### config.mk
export PLATFORM = sky130hd
export DESIGN_NAME = sram_march_bist_ctrl_flat
export DESIGN_NICKNAME = d
export VERILOG_FILES = /design/src/rtl/sram_march_bist_if.sv /design/src/rtl/sram_march_bist_ctrl.sv /design/src/flat_wrapper.sv
export SDC_FILE = /design/constraint.sdc
export NUM_CORES = 1
export LEC_CHECK = 0
export CAP_MARGIN = 20
export CORE_ASPECT_RATIO = 0.9
export CORE_MARGIN = 8
export CORE_UTILIZATION = 51
export CTS_CLUSTER_SIZE = 8
export DETAILED_ROUTE_END_ITERATION = 8
export GPL_ROUTABILITY_DRIVEN = 0
export MAX_ROUTING_LAYER = met4
export PLACE_DENSITY = 0.95
export SLEW_MARGIN = 20
export SYNTH_ARGS = -nofsm -noshare
export SYNTH_HDL_FRONTEND = slang
export SYNTH_SLANG_ARGS = --single-unit
### constraint.sdc
create_clock -name clk_i -period 8.2 [get_ports clk_i]
set_clock_uncertainty 0.2 [all_clocks]
set_input_delay 0.82 -clock clk_i [delete_from_list [all_inputs] [get_ports clk_i]]
set_output_delay 0.82 -clock clk_i [all_outputs]
set_load 0.03 [all_outputs]
### src/rtl/sram_march_bist_if.sv
// BIST port-group bus between the March C- controller and one port of a 2-port SRAM macro.
interface sram_march_bist_if #(
  parameter int DW = 32,
  parameter int AW = 9
);
  logic          bist_en_o;
  logic          bist_men_o;
  logic          bist_wen_o;
  logic          bist_ren_o;
  logic [AW-1:0] bist_addr_o;
  logic [DW-1:0] bist_din_o;
  logic [DW-1:0] bist_bm_o;
  logic [DW-1:0] dout_i;

  modport master (
    output bist_en_o, bist_men_o, bist_wen_o, bist_ren_o,
    output bist_addr_o, bist_din_o, bist_bm_o,
    input  dout_i
  );

  modport slave (
    input  bist_en_o, bist_men_o, bist_wen_o, bist_ren_o,
    input  bist_addr_o, bist_din_o, bist_bm_o,
    output dout_i
  );
endinterface

### src/rtl/sram_march_bist_ctrl.sv
// March C- BIST engine for one SRAM port: issues one op per cycle, checks read data two
// cycles later and records the first failing address, element and data.
module sram_march_bist_ctrl #(
  parameter int DW    = 32,
  parameter int AW    = 9,
  parameter int DEPTH = 512
) (
  input  logic              clk_i,
  input  logic              rst_ni,
  input  logic              start_i,
  input  logic              bg_i,
  sram_march_bist_if.master bist,
  output logic              busy_o,
  output logic              done_o,
  output logic              fail_o,
  output logic [AW-1:0]     fail_addr_o,
  output logic [2:0]        fail_elem_o,
  output logic [DW-1:0]     fail_data_o
);

  typedef enum logic [1:0] {ST_IDLE, ST_RUN, ST_DRAIN, ST_DONE} state_e;

  localparam logic [AW-1:0] LAST_ADDR = AW'(DEPTH - 1);
  localparam logic [DW-1:0] CHECKER   = {(DW/2){2'b01}};

  function automatic logic [DW-1:0] march_pattern(input logic bg, input logic a0,
                                                   input logic one);
    logic [DW-1:0] base;
    base = bg ? (CHECKER ^ {DW{a0}}) : '0;
    return one ? ~base : base;
  endfunction

  function automatic logic elem_down(input logic [2:0] e);
    return (e == 3'd3) || (e == 3'd4);
  endfunction

  function automatic logic elem_two_ops(input logic [2:0] e);
    return (e != 3'd0) && (e != 3'd5);
  endfunction

  function automatic logic op_is_write(input logic [2:0] e, input logic op);
    return (e == 3'd0) || op;
  endfunction

  // Logical data value (0 or 1) of an op: E1/E3 go r0,w1; E2/E4 go r1,w0; E0/E5 use 0.
  function automatic logic op_value(input logic [2:0] e, input logic op);
    logic v;
    case (e)
      3'd1, 3'd3: v = op;
      3'd2, 3'd4: v = ~op;
      default:    v = 1'b0;
    endcase
    return v;
  endfunction

  state_e        state_q, state_d;
  logic [2:0]    elem_q, elem_d;
  logic [AW-1:0] addr_q, addr_d;
  logic          op_q, op_d;
  logic [1:0]    drain_q, drain_d;
  logic          bg_q, bg_d;

  logic          en_q, en_d;
  logic          men_q, men_d;
  logic          wen_q, wen_d;
  logic          ren_q, ren_d;
  logic [AW-1:0] baddr_q, baddr_d;
  logic [DW-1:0] din_q, din_d;

  logic          busy_q, busy_d;
  logic          done_q, done_d;
  logic          fail_q, fail_d;
  logic [AW-1:0] fail_addr_q, fail_addr_d;
  logic [2:0]    fail_elem_q, fail_elem_d;
  logic [DW-1:0] fail_data_q, fail_data_d;

  logic          vld_p0_q, vld_p0_d, vld_p1_q, vld_p1_d;
  logic [DW-1:0] exp_p0_q, exp_p0_d, exp_p1_q, exp_p1_d;
  logic [AW-1:0] addr_p0_q, addr_p0_d, addr_p1_q, addr_p1_d;
  logic [2:0]    elem_p0_q, elem_p0_d, elem_p1_q, elem_p1_d;

  logic          is_wr;
  logic [DW-1:0] pat;
  logic [2:0]    elem_nxt;

  always_comb begin
    state_d     = state_q;
    elem_d      = elem_q;
    addr_d      = addr_q;
    op_d        = op_q;
    drain_d     = drain_q;
    bg_d        = bg_q;
    en_d        = en_q;
    men_d       = 1'b0;
    wen_d       = 1'b0;
    ren_d       = 1'b0;
    baddr_d     = baddr_q;
    din_d       = '0;
    busy_d      = busy_q;
    done_d      = done_q;
    fail_d      = fail_q;
    fail_addr_d = fail_addr_q;
    fail_elem_d = fail_elem_q;
    fail_data_d = fail_data_q;
    vld_p0_d    = 1'b0;
    exp_p0_d    = exp_p0_q;
    addr_p0_d   = addr_p0_q;
    elem_p0_d   = elem_p0_q;
    is_wr       = op_is_write(elem_q, op_q);
    pat         = march_pattern(bg_q, addr_q[0], op_value(elem_q, op_q));
    elem_nxt    = elem_q + 3'd1;

    // Stage p1 -> compare: dout_i now holds the data of the read issued two cycles ago.
    vld_p1_d    = vld_p0_q;
    exp_p1_d    = exp_p0_q;
    addr_p1_d   = addr_p0_q;
    elem_p1_d   = elem_p0_q;
    if (vld_p1_q && (bist.dout_i != exp_p1_q)) begin
      fail_d = 1'b1;
      if (!fail_q) begin
        fail_addr_d = addr_p1_q;
        fail_elem_d = elem_p1_q;
        fail_data_d = bist.dout_i;
      end
    end

    case (state_q)
      ST_IDLE, ST_DONE: begin
        if (start_i) begin
          state_d     = ST_RUN;
          elem_d      = 3'd0;
          addr_d      = '0;
          op_d        = 1'b0;
          bg_d        = bg_i;
          en_d        = 1'b1;
          busy_d      = 1'b1;
          done_d      = 1'b0;
          fail_d      = 1'b0;
          fail_addr_d = '0;
          fail_elem_d = '0;
          fail_data_d = '0;
        end
      end
      ST_RUN: begin
        men_d     = 1'b1;
        wen_d     = is_wr;
        ren_d     = ~is_wr;
        baddr_d   = addr_q;
        din_d     = is_wr ? pat : '0;
        // Stage p0: expectation travels with the read just issued.
        vld_p0_d  = ~is_wr;
        exp_p0_d  = pat;
        addr_p0_d = addr_q;
        elem_p0_d = elem_q;
        if (elem_two_ops(elem_q) && !op_q) begin
          op_d = 1'b1;
        end else begin
          op_d = 1'b0;
          if (addr_q == (elem_down(elem_q) ? '0 : LAST_ADDR)) begin
            if (elem_q == 3'd5) begin
              state_d = ST_DRAIN;
              drain_d = 2'd0;
            end else begin
              elem_d = elem_nxt;
              addr_d = elem_down(elem_nxt) ? LAST_ADDR : '0;
            end
          end else begin
            addr_d = elem_down(elem_q) ? addr_q - 1'b1 : addr_q + 1'b1;
          end
        end
      end
      ST_DRAIN: begin
        drain_d = drain_q + 2'd1;
        if (drain_q == 2'd2) begin
          state_d = ST_DONE;
          en_d    = 1'b0;
          busy_d  = 1'b0;
          done_d  = 1'b1;
        end
      end
      default: state_d = ST_IDLE;
    endcase
  end

  always_ff @(posedge clk_i) begin
    if (!rst_ni) begin
      state_q     <= ST_IDLE;
      elem_q      <= '0;
      addr_q      <= '0;
      op_q        <= 1'b0;
      drain_q     <= '0;
      bg_q        <= 1'b0;
      en_q        <= 1'b0;
      men_q       <= 1'b0;
      wen_q       <= 1'b0;
      ren_q       <= 1'b0;
      baddr_q     <= '0;
      din_q       <= '0;
      busy_q      <= 1'b0;
      done_q      <= 1'b0;
      fail_q      <= 1'b0;
      fail_addr_q <= '0;
      fail_elem_q <= '0;
      fail_data_q <= '0;
      vld_p0_q    <= 1'b0;
      exp_p0_q    <= '0;
      addr_p0_q   <= '0;
      elem_p0_q   <= '0;
      vld_p1_q    <= 1'b0;
      exp_p1_q    <= '0;
      addr_p1_q   <= '0;
      elem_p1_q   <= '0;
    end else begin
      state_q     <= state_d;
      elem_q      <= elem_d;
      addr_q      <= addr_d;
      op_q        <= op_d;
      drain_q     <= drain_d;
      bg_q        <= bg_d;
      en_q        <= en_d;
      men_q       <= men_d;
      wen_q       <= wen_d;
      ren_q       <= ren_d;
      baddr_q     <= baddr_d;
      din_q       <= din_d;
      busy_q      <= busy_d;
      done_q      <= done_d;
      fail_q      <= fail_d;
      fail_addr_q <= fail_addr_d;
      fail_elem_q <= fail_elem_d;
      fail_data_q <= fail_data_d;
      vld_p0_q    <= vld_p0_d;
      exp_p0_q    <= exp_p0_d;
      addr_p0_q   <= addr_p0_d;
      elem_p0_q   <= elem_p0_d;
      vld_p1_q    <= vld_p1_d;
      exp_p1_q    <= exp_p1_d;
      addr_p1_q   <= addr_p1_d;
      elem_p1_q   <= elem_p1_d;
    end
  end

  assign bist.bist_en_o   = en_q;
  assign bist.bist_men_o  = men_q;
  assign bist.bist_wen_o  = wen_q;
  assign bist.bist_ren_o  = ren_q;
  assign bist.bist_addr_o = baddr_q;
  assign bist.bist_din_o  = din_q;
  assign bist.bist_bm_o   = '1;

  assign busy_o      = busy_q;
  assign done_o      = done_q;
  assign fail_o      = fail_q;
  assign fail_addr_o = fail_addr_q;
  assign fail_elem_o = fail_elem_q;
  assign fail_data_o = fail_data_q;

endmodule

### src/flat_wrapper.sv
// flat-port wrapper written by rule: the top's interface ports become plain ports
module sram_march_bist_ctrl_flat 
#(
  parameter int DW    = 32,
  parameter int AW    = 9,
  parameter int DEPTH = 512
)
  (clk_i, rst_ni, start_i, bg_i, busy_o, done_o, fail_o, fail_addr_o, fail_elem_o, fail_data_o, bist_bist_en_o, bist_bist_men_o, bist_bist_wen_o, bist_bist_ren_o, bist_bist_addr_o, bist_bist_din_o, bist_bist_bm_o, bist_dout_i);
  sram_march_bist_if #(.DW(DW), .AW(AW)) bist_i ();
  input  logic clk_i;
  input  logic rst_ni;
  input  logic start_i;
  input  logic bg_i;
  output logic busy_o;
  output logic done_o;
  output logic fail_o;
  output logic [AW-1:0] fail_addr_o;
  output logic [2:0] fail_elem_o;
  output logic [DW-1:0] fail_data_o;
  output wire logic [$bits(bist_i.bist_en_o)-1:0] bist_bist_en_o;
  output wire logic [$bits(bist_i.bist_men_o)-1:0] bist_bist_men_o;
  output wire logic [$bits(bist_i.bist_wen_o)-1:0] bist_bist_wen_o;
  output wire logic [$bits(bist_i.bist_ren_o)-1:0] bist_bist_ren_o;
  output wire logic [$bits(bist_i.bist_addr_o)-1:0] bist_bist_addr_o;
  output wire logic [$bits(bist_i.bist_din_o)-1:0] bist_bist_din_o;
  output wire logic [$bits(bist_i.bist_bm_o)-1:0] bist_bist_bm_o;
  input wire logic [$bits(bist_i.dout_i)-1:0] bist_dout_i;
  assign bist_bist_en_o = bist_i.bist_en_o;
  assign bist_bist_men_o = bist_i.bist_men_o;
  assign bist_bist_wen_o = bist_i.bist_wen_o;
  assign bist_bist_ren_o = bist_i.bist_ren_o;
  assign bist_bist_addr_o = bist_i.bist_addr_o;
  assign bist_bist_din_o = bist_i.bist_din_o;
  assign bist_bist_bm_o = bist_i.bist_bm_o;
  assign bist_i.dout_i = bist_dout_i;
  sram_march_bist_ctrl #(.DW(DW), .AW(AW), .DEPTH(DEPTH)) u_core (.clk_i(clk_i), .rst_ni(rst_ni), .start_i(start_i), .bg_i(bg_i), .bist(bist_i), .busy_o(busy_o), .done_o(done_o), .fail_o(fail_o), .fail_addr_o(fail_addr_o), .fail_elem_o(fail_elem_o), .fail_data_o(fail_data_o));
endmodule
==> impl_metrics.env, run 1 <==
export IMPL_core_area_mm2=0.009699
export IMPL_die_x_um=121.4
export IMPL_final_core_util_pct=64.37
export IMPL_io_buffers=127
export IMPL_power_density_mw_per_mm2=183.6
export IMPL_wl_per_cell_um=16.18
export IMPL_yosys_warnings=0
export IMPL_totalWireLength_mm=12.69
export IMPL_max_freq_mhz=287.0
export IMPL_cp_required_ps=8250
export IMPL_period_needed_ps=3484
export IMPL_hold_violations=0
export IMPL_cts_root_buf="clkbuf_8"
export IMPL_cts_path_max_buffers=2
export IMPL_synth_top_area_share_pct=38.89
export IMPL_dr_first_iter_drc_count=478
export IMPL_syn_area_mm2=0.005096
export IMPL_vias=4181
export IMPL_synth_seq_cells=99
export IMPL_grt_pass1_wl_mm=19.77
export IMPL_dieArea_mm2=0.01345
export IMPL_slew_viol_final=0
export IMPL_timing_final_crit_share_pct=42.49
export IMPL_start_kind="flop"
export IMPL_viasPerCell=5.333
export IMPL_post_dp_hpwl_mm=9.417
export IMPL_ys_seq_area_share_pct=38.89
export IMPL_synth_most_common_cell="nand2_1"
export IMPL_drive_above_1_share_pct=4.711
export IMPL_htreeDepth=3
export IMPL_initial_utilization_pct=52.54
export IMPL_grt_overflow=0
export IMPL_netlist_top_cells_area="dfxtp_1, mux2i_1, buf_4"
export IMPL_p_leak_nw=2.217
export IMPL_rsz0062_at_grt="false"
export IMPL_worst_pin_slew_ps=962.8
export IMPL_cts_setup_buffers=0
export IMPL_synth_top_area_cell="dfxtp_1"
export IMPL_clkTransAtPathRegs_ps=90
export IMPL_areaGrowthSynthToFinish_pct=22.51
export IMPL_relSlewSlack_pct=33.98
export IMPL_synth_distinct_cells=58
export IMPL_clock_sinks=99
export IMPL_ys_flop_type="dfxtp_1"
export IMPL_multiInputGateArea_mm2=0.002552
export IMPL_die_h_um=110.8
export IMPL_cp_arrival_ps=3540
export IMPL_cts_buffers=9
export IMPL_criticalPathCategory="reg2reg"
export IMPL_peakVddDrop_uv=90.78
export IMPL_postCtsHoldBufs=0
export IMPL_critPathMaxFanout=11
export IMPL_n_antenna_cell=0
export IMPL_rows=34
export IMPL_layout_nets=707
export IMPL_track_usage_pct=18.27
export IMPL_io_pins=160
export IMPL_synth_common_cells="nand2_1, dfxtp_1, mux2i_1"
export IMPL_cts_tree="done"
export IMPL_synth_async_reset_ratio_pct=0
export IMPL_hold_path_class="reg2reg"
export IMPL_grt_pass1_vias=3910
export IMPL_cap_violations=0
export IMPL_drc=0
export IMPL_outcome="finished, final reports clean"
export IMPL_grt_antenna_before_repair=0
export IMPL_seqCellArea_mm2=0.001982
export IMPL_cts_resized=0
export IMPL_clkLatencyLatePin_ps=360
export IMPL_end_kind="flop"
export IMPL_postSynthAreaPerCell_um2=8.925
export IMPL_ant_nets=0
export IMPL_fillers=723
export IMPL_synth_edf_count=0
export IMPL_grt_max_degree=90
export IMPL_syn_inst=571
export IMPL_tns_ps=0
export IMPL_setup_viol=0
export IMPL_dr_pass1_iters=5
## report_power, final
group | internal [mW] | switching, mW
sequential | 0.500 | 0.0169
combinational | 0.115 | 0.195
clock | 0.151 | 0.168
## registers in the layout, indices dropped and copies added (netlist names), 2 cells and up
signal                   flops
u_core.drain_q               2
u_core.addr_q                9
u_core.exp_p1_q              2
u_core.addr_p1_q             9
u_core.fail_addr_o           9
u_core.elem_p1_q             3
u_core.state_q               2
u_core.fail_elem_o           3
u_core.elem_p0_q             3
u_core.bist.bist_din_o       2
u_core.fail_data_o          32
u_core.exp_p0_q              2
u_core.elem_q                3
u_core.bist.bist_addr_o      9
## cells in the final DEF (no fill, tap or decap), types with 2 or more instances in the layout
master,n
o21a_1,2
o311ai_0,2
mux2i_1,65
nand3_1,12
or3_1,2
a31oi_1,5
o21ai_0,10
nand4_1,5
nor4_1,4
nand2b_1,4
nor3_1,14
o41a_1,2
nand2_1,112
and2_2,2
clkdlybuf4s50_1,127
conb_1,32
xor2_1,2
a211oi_1,3
xnor2_1,4
nor2b_1,18
mux2_2,2
a21boi_0,7
ha_1,16
inv_1,15
nor2_1,17
o22ai_1,3
a21oi_1,9
a2bb2oi_1,2
dfxtp_1,99
and2_1,16
inv_6,2
buf_4,3
clkbuf_8,10
## cell families after synthesis
| family | synth area share [%] |
|---|---|
| simple gates | 19.94 |
| buf+inv | 13.41 |
| flops | 38.89 |
| mux | 13.65 |
| compound gates | 8.446 |
| fa+ha+maj | 4.567 |
| xor+xnor | 1.031 |
| other cells | 0.07359 |
## area by class of cell
class                      count  share of cell area, %
clock buffer                  11                  2.265
clock inverter                 5                 0.9619
inverter                      15                 0.9018
multi-input combinational    398                  40.88
sequential                    99                  31.74
tap                          126                  2.525
timing repair buffer         130                  20.72
## critical path, cell delays in order, from the launching register on
cell     delay (ps)
dfxtp_1         460
inv_1           120
ha_1            260
mux2i_4         270
inv_1           220
ha_1            450
nand4_1         160
or2_2           440
or3_1           450
mux2i_1         150
a32o_1          200
## through the flow
stage                     area (um2)  total power [mW]  cells  setup slack (ps)  hold slack, ps
after floorplan                 5213            0.7664    602              5248           223.6
after global placement          6040            0.8192    768              4935           226.1
after detailed placement        6040            0.8324    768              4827           238.2
after CTS                       6241             1.147    784              4762           251.7
after global routing            6243             1.199    784              4533           269.7
final                           6243             1.146    784              4716           247.7
## per-layer routing
| layer | track usage, % | part of all wire [%] |
|---|---|---|
| met5 | - | 0 |
| met4 | 4.848 | 1.6 |
| met3 | 4.888 | 8.7 |
| met2 | 31.27 | 50 |
| met1 | 20.43 | 39 |
## worst paths after layout
kind,start,slack (ps),cells past startpoint,end
setup / recovery,u_core.elem_q[1],4720,10,u_core.elem_q[1]
hold / removal,u_core.addr_p1_q[5],250,2,u_core.fail_addr_o[5]
setup reg to reg,u_core.elem_q[1],4720,10,u_core.elem_q[1]
hold reg to reg,u_core.addr_p1_q[5],250,2,u_core.fail_addr_o[5]
No activity file was read; power rests on OpenSTA's default activity.
==> run 2, diff against run 1 <==
--- a/config.mk
+++ b/config.mk
@@ -8,12 +8,12 @@
 export CAP_MARGIN = 20
 export CORE_ASPECT_RATIO = 0.9
 export CORE_MARGIN = 8
-export CORE_UTILIZATION = 51
+export CORE_UTILIZATION = 47
 export CTS_CLUSTER_SIZE = 8
 export DETAILED_ROUTE_END_ITERATION = 8
 export GPL_ROUTABILITY_DRIVEN = 0
 export MAX_ROUTING_LAYER = met4
-export PLACE_DENSITY = 0.95
+export PLACE_DENSITY = 0.89
 export SLEW_MARGIN = 20
 export SYNTH_ARGS = -nofsm -noshare
 export SYNTH_HDL_FRONTEND = slang
==> constraint.sdc (replaced) <==
create_clock -name clk_i -period 3.25 [get_ports clk_i]
set_clock_uncertainty 0.2 [all_clocks]
set_input_delay 0.325 -clock clk_i [delete_from_list [all_inputs] [get_ports clk_i]]
set_output_delay 0.325 -clock clk_i [all_outputs]
set_load 0.03 [all_outputs]
==> run 2 against run 1 <==
Effect of this change: die area is 7.3% higher; setup slack worse by 4600 ps; critical path depth down 1; non-clock buffer count is 8 higher; clock-buffer cell count decreased by 2; sequential power grew to 2.5 times the previous value; largest cell class unchanged; worst hold slack lost 6.9 ps.
==> impl_metrics.env, run 2 (synthesized netlist as in run 1, its figures left out) <==
export IMPL_outcome="finished, final reports clean"
export IMPL_dieArea_mm2=0.01444
export IMPL_grt_antenna_before_repair=0
export IMPL_switchingPower_mw=0.9896
export IMPL_tns_ps=0
export IMPL_cp_arrival_ps=3130
export IMPL_wl_per_cell_um=16.04
export IMPL_largest_reg_flops=32
export IMPL_pwr_share_seq_pct=42.4
export IMPL_io_pins=160
export IMPL_rsz0062_at_grt="false"
export IMPL_clkTransAtPathRegs_ps=70
export IMPL_cts_buffers=9
export IMPL_cap_violations=0
export IMPL_cts_path_max_buffers=2
export IMPL_clkPwrFrac_pct=31.8
export IMPL_dr_first_iter_drc_count=461
export IMPL_htreeDepth=3
export IMPL_power_density_mw_per_mm2=479.3
export IMPL_cts_root_buf="clkbuf_16"
export IMPL_vias=4193
export IMPL_layout_nets=715
export IMPL_grt_max_degree=56
export IMPL_p_leak_nw=2.286
export IMPL_drc=0
export IMPL_criticalPathCategory="reg2reg"
export IMPL_initial_utilization_pct=47.54
export IMPL_relSlewSlack_pct=64.51
export IMPL_cts_tree="done"
export IMPL_p_int_mw=2.089
export IMPL_period_needed_ps=3110
export IMPL_grt_pass1_vias=3969
export IMPL_viasPerCell=5.248
export IMPL_post_dp_hpwl_mm=9.575
export IMPL_critPathMaxFanout=6
export IMPL_r2r_slack_ps=140
export IMPL_grt_overflow=0
export IMPL_comb_power_share_pct=25.9
export IMPL_rows=36
export IMPL_die_x_um=125.8
export IMPL_clkLatencyLatePin_ps=340
export IMPL_power_share_switching_pct=32.14
export IMPL_dr_pass1_iters=5
export IMPL_track_usage_pct=17.31
export IMPL_setup_viol=0
export IMPL_io_buffers=127
export IMPL_fillers=854
export IMPL_core_area_mm2=0.01072
export IMPL_peakVddDrop_uv=252.9
export IMPL_end_kind="flop"
export IMPL_postCtsHoldBufs=0
export IMPL_ant_nets=0
export IMPL_grt_pass1_wl_mm=20.01
export IMPL_totalWireLength_mm=12.82
export IMPL_final_core_util_pct=59.92
export IMPL_clock_sinks=99
export IMPL_areaGrowthSynthToFinish_pct=26.05
export IMPL_die_h_um=114.8
export IMPL_max_freq_mhz=321.5
export IMPL_slew_viol_final=0
export IMPL_final_common_cell="clkdlybuf4s50_1"
export IMPL_final_cell_mix="clkdlybuf4s50_1, nand2_1, dfxtp_1, mux2i_1, conb_1"
export IMPL_cp_required_ps=3270
export IMPL_worst_pin_slew_ps=525.5
export IMPL_hold_violations=0
export IMPL_start_kind="flop"
export IMPL_n_antenna_cell=0
export IMPL_timing_final_crit_share_pct=95.70
export IMPL_drive_above_1_share_pct=6.156
export IMPL_hold_path_class="reg2reg"
run 2: cell types whose count changed in the layout (fill, tap and decap cells not counted), sizes merged:
cell / change
clkbuf: -2
bufinv: -1
clkinvlp: +2
clkinv: +1
buf: +8
run 2: worst paths after layout:
| kind | from | depth (start not counted) | to |
|---|---|---|---|
| worst min-delay path | u_core.addr_p1_q[8] | 2 | u_core.fail_addr_o[8] |
| worst min register to register | u_core.addr_p1_q[8] | 2 | u_core.fail_addr_o[8] |
| worst max-delay path | u_core.elem_q[1] | 9 | u_core.addr_q[6] |
| worst max register to register | u_core.elem_q[1] | 9 | u_core.addr_q[6] |
run 2: final cells by class:
type	count	area, um2	share of cell area [%]
well taps	133	166.4	2.591
repair buffers	138	1379	21.46
flip-flops and latches	99	1982	30.85
clock inverters	7	50.05	0.7791
multi-input cells	398	2565	39.93
inverters	15	56.30	0.8765
clock buffers	9	225.2	3.506
run 2: worst max-delay path: stages, from the launching register on:
cell,delay [ps]
dfxtp_1,440
ha_1,310
mux2i_4,120
buf_4,160
fa_1,480
nand2b_1,210
a211oi_1,260
mux2_2,370
o311ai_0,360
nand2_1,90
run 2: through the flow:
stage	instances	power (mW)	instance area (um2)	hold slack, ps	setup slack (ps)
floorplan	602	1.934	5213	223.6	298.5
global placement	780	2.086	6111	228.8	166.9
detailed placement	780	2.115	6111	233.3	7.277
CTS	796	3.095	6399	243.4	48.83
global route	799	3.227	6424	248.7	2.018
finish	799	3.079	6424	240.8	139.7
run 2: timing repair:
item / in CTS / in global routing
buffers inserted: 0 / 3
resized for setup: 2 / 1
hold endpoints to repair: 0 / 0
setup endpoints to repair: 1 / 12
run 2: layer usage:
| metal | share of wire, % | GRT usage [%] | vias to the layer above |
|---|---|---|---|
| li1 | - | - | 2017 |
| met1 | 40 | 19.17 | 1957 |
| met2 | 50 | 29.86 | 197 |
| met3 | 8.1 | 5.053 | 22 |
| met4 | 1.6 | 5.204 | 0 |
| met5 | 0 | - | - |
run 2: power by group through the flow:
stage                     clock network, mW  registers (mW)  logic (mW)
after floorplan                           0            1.34       0.592
after global placement                    0            1.33       0.759
after detailed placement                  0            1.33       0.784
after CTS                              1.00            1.30       0.790
after global routing                   1.06            1.31       0.859
final                                 0.979            1.30       0.796
==> run 3, diff against run 2 <==
--- a/config.mk
+++ b/config.mk
@@ -6,9 +6,10 @@
 export NUM_CORES = 1
 export LEC_CHECK = 0
 export CAP_MARGIN = 20
-export CORE_ASPECT_RATIO = 0.9
+export CORE_ASPECT_RATIO = 1.75
 export CORE_MARGIN = 8
 export CORE_UTILIZATION = 47
+export CTS_CLUSTER_DIAMETER = 120
 export CTS_CLUSTER_SIZE = 8
 export DETAILED_ROUTE_END_ITERATION = 8
 export GPL_ROUTABILITY_DRIVEN = 0
==> constraint.sdc (replaced) <==
create_clock -name clk_i -period 3 [get_ports clk_i]
set_clock_uncertainty 0.2 [all_clocks]
set_input_delay 0.3 -clock clk_i [delete_from_list [all_inputs] [get_ports clk_i]]
set_output_delay 0.3 -clock clk_i [all_outputs]
set_load 0.03 [all_outputs]
==> run 3 against run 2 <==
Effect of this change: routed wire length rose by 4.0%; global-route usage rose by 0.98 points; clock-buffer cell count rose by 3; via count fell by 0.50%; non-clock buffer count fell by 1; die area rose by 0.88%; critical endpoint unchanged; core utilization rose by 1.2 points; design area rose by 1.2%; first-iteration DRC count fell by 60%; register-to-register slack got worse by 60 ps.
==> impl_metrics.env, run 3 (synthesized netlist as in run 1, its figures left out) <==
export IMPL_hold_violations=0
export IMPL_preCtsSetupSlack_ps=-146.1
export IMPL_p_leak_nw=2.298
export IMPL_dieArea_mm2=0.01456
export IMPL_cap_violations=0
export IMPL_stdcell_count=795
export IMPL_r2r_end="u_core.addr_q[6]"
export IMPL_slowest_delay_ps=460
export IMPL_grt_max_degree=72
export IMPL_critPathMaxFanout=6
export IMPL_end_kind="flop"
export IMPL_setup_viol=0
export IMPL_cp_required_ps=3020
export IMPL_clkLatencyLatePin_ps=340
export IMPL_dr_pass1_iters=4
export IMPL_crit_end="u_core.addr_q[6]"
export IMPL_die_x_um=94.72
export IMPL_slew_viol_final=0
export IMPL_cts_tree="done"
export IMPL_cts_root_buf="clkbuf_16"
export IMPL_reg2reg_depth=10
export IMPL_rows=50
export IMPL_cts_path_max_buffers=2
export IMPL_timing_final_crit_share_pct=97.43
export IMPL_grt_overflow=0
export IMPL_criticalPathCategory="reg2reg"
export IMPL_cts_buffers=9
export IMPL_startpoint="u_core.elem_q[1]"
export IMPL_critical_path_cell_chain="inv_1 -> ha_2 -> mux2i_4 -> buf_4 -> fa_1 -> nand2b_1 -> a211oi_2 -> mux2_2 -> o311ai_1 -> nand2_1"
export IMPL_io_pins=160
export IMPL_n_antenna_cell=0
export IMPL_seqCellArea_mm2=0.001984
export IMPL_die_h_um=153.8
export IMPL_critPathSlowestCell="fa_1"
export IMPL_wl_per_cell_um=16.76
export IMPL_areaGrowthSynthToFinish_pct=27.60
export IMPL_vias=4172
export IMPL_r2r_slack_ps=80
export IMPL_layout_nets=714
export IMPL_grt_pass1_vias=4300
export IMPL_final_cell_mix="clkdlybuf4s50_1, nand2_1, dfxtp_1, mux2i_1, conb_1"
export IMPL_grt_pass1_wl_mm=20.82
export IMPL_tns_ps=0
export IMPL_io_buffers=127
export IMPL_ant_nets=0
export IMPL_fillers=843
export IMPL_drc=0
export IMPL_holdPathStages=2
export IMPL_final_common_cell="clkdlybuf4s50_1"
export IMPL_track_usage_pct=18.29
export IMPL_start_kind="flop"
export IMPL_dr_first_iter_drc_count=185
export IMPL_core_area_mm2=0.01064
export IMPL_multiInputGateArea_mm2=0.002613
export IMPL_grt_antenna_before_repair=0
export IMPL_max_freq_mhz=342.1
export IMPL_clock_sinks=99
export IMPL_period_needed_ps=2923
export IMPL_outcome="finished, final reports clean"
export IMPL_post_dp_hpwl_mm=9.963
export IMPL_viasPerCell=5.248
export IMPL_initial_utilization_pct=47.92
export IMPL_power_density_mw_per_mm2=536.8
export IMPL_drive_above_1_share_pct=7.068
export IMPL_cp_arrival_ps=2940
export IMPL_hold_path_class="reg2reg"
export IMPL_largest_reg_flops=32
export IMPL_placed_cells=779
export IMPL_peakVddDrop_uv=314.9
export IMPL_r2r_start="u_core.elem_q[1]"
export IMPL_relSlewSlack_pct=46.64
export IMPL_clkTransAtPathRegs_ps=70
export IMPL_htreeDepth=3
export IMPL_worst_slack_ps=77.07
export IMPL_worst_pin_slew_ps=790.0
export IMPL_totalWireLength_mm=13.33
==> run 3: cell count changes in the layout (fill, tap and decap cells not counted), moves of 2 or more <==
cell	previous run	this run
dfxtp_2	0	2
clkinv_2	2	0
clkbuf_8	0	2
ha_4	1	4
dfxtp_1	99	97
ha_1	16	11
clkinvlp_4	3	0
ha_2	0	2
==> run 3: per-layer routing <==
metal / share of wire, % / wire length (um) / GRT usage, % / vias up
met2: 56 / 7411 / 34.02 / 160
met3: 5.5 / 733 / 3.706 / 45
met5: 0 / 0 / - / -
met4: 3.6 / 476 / 9.581 / 0
li1: - / - / - / 2024
met1: 35 / 4705 / 16.61 / 1943
==> run 3: worst min path at each step <==
stage                                   start                    end  slack (ps)
after global routing      u_core.elem_p1_q[1]  u_core.fail_elem_o[1]         260
after detailed placement  u_core.addr_p1_q[0]  u_core.fail_addr_o[0]         230
after global placement    u_core.addr_p1_q[6]  u_core.fail_addr_o[6]         230
after floorplan           u_core.addr_p1_q[0]  u_core.fail_addr_o[0]         220
after CTS                 u_core.elem_p1_q[0]  u_core.fail_elem_o[0]         240
final                     u_core.elem_p1_q[0]  u_core.fail_elem_o[0]         230
==> run 3: what timing repair did <==
action | 4_1_cts | 5_1_grt
gates resized for setup | 5 | 8
endpoints found under the setup margin | 11 | 9
hold buffers | 0 | 0
buffers inserted | 0 | 0
hold endpoints to repair | 0 | 0
==> run 3: worst max-delay path: cells and delay by family, from the launching register on <==
kind / cells / cell delay (ps)
AND/OR/NAND/NOR: 2 / 290
adder cells (fa/ha/maj): 2 / 690
buffers and inverters: 2 / 280
multiplexers: 2 / 460
flip-flops: 1 / 350
AO/OA/AOI/OAI: 2 / 530
==> run 3: power by group <==
group | leakage (nW) | total (mW) | switching (mW) | internal [mW]
clock network | 0.154 | 1.19 | 0.492 | 0.700
registers | 0.800 | 1.41 | 0.0406 | 1.37
logic | 1.34 | 0.891 | 0.561 | 0.330
==> run 3: layout make-up <==
type,count,share of cell area [%]
Timing Repair Buffer,137,21.09
Sequential cell,99,30.52
Inverter,15,0.9044
Clock buffer,12,3.945
Clock inverter,4,0.8659
Multi-Input combinational cell,398,40.18
Tap cell,130,2.501
==> run 3: through the flow <==
step                      hold WS, ps  utilization (%)  instance area (um2)  power (mW)
after detailed placement        233.7            57.56                 6122       2.309
final                           231.3            61.14                 6502       3.491
after CTS                       238.3            60.71                 6456       3.515
after global routing            259.8            61.14                 6502       3.643
after global placement          225.9            57.56                 6122       2.271
after floorplan                 223.6                -                 5213       2.095
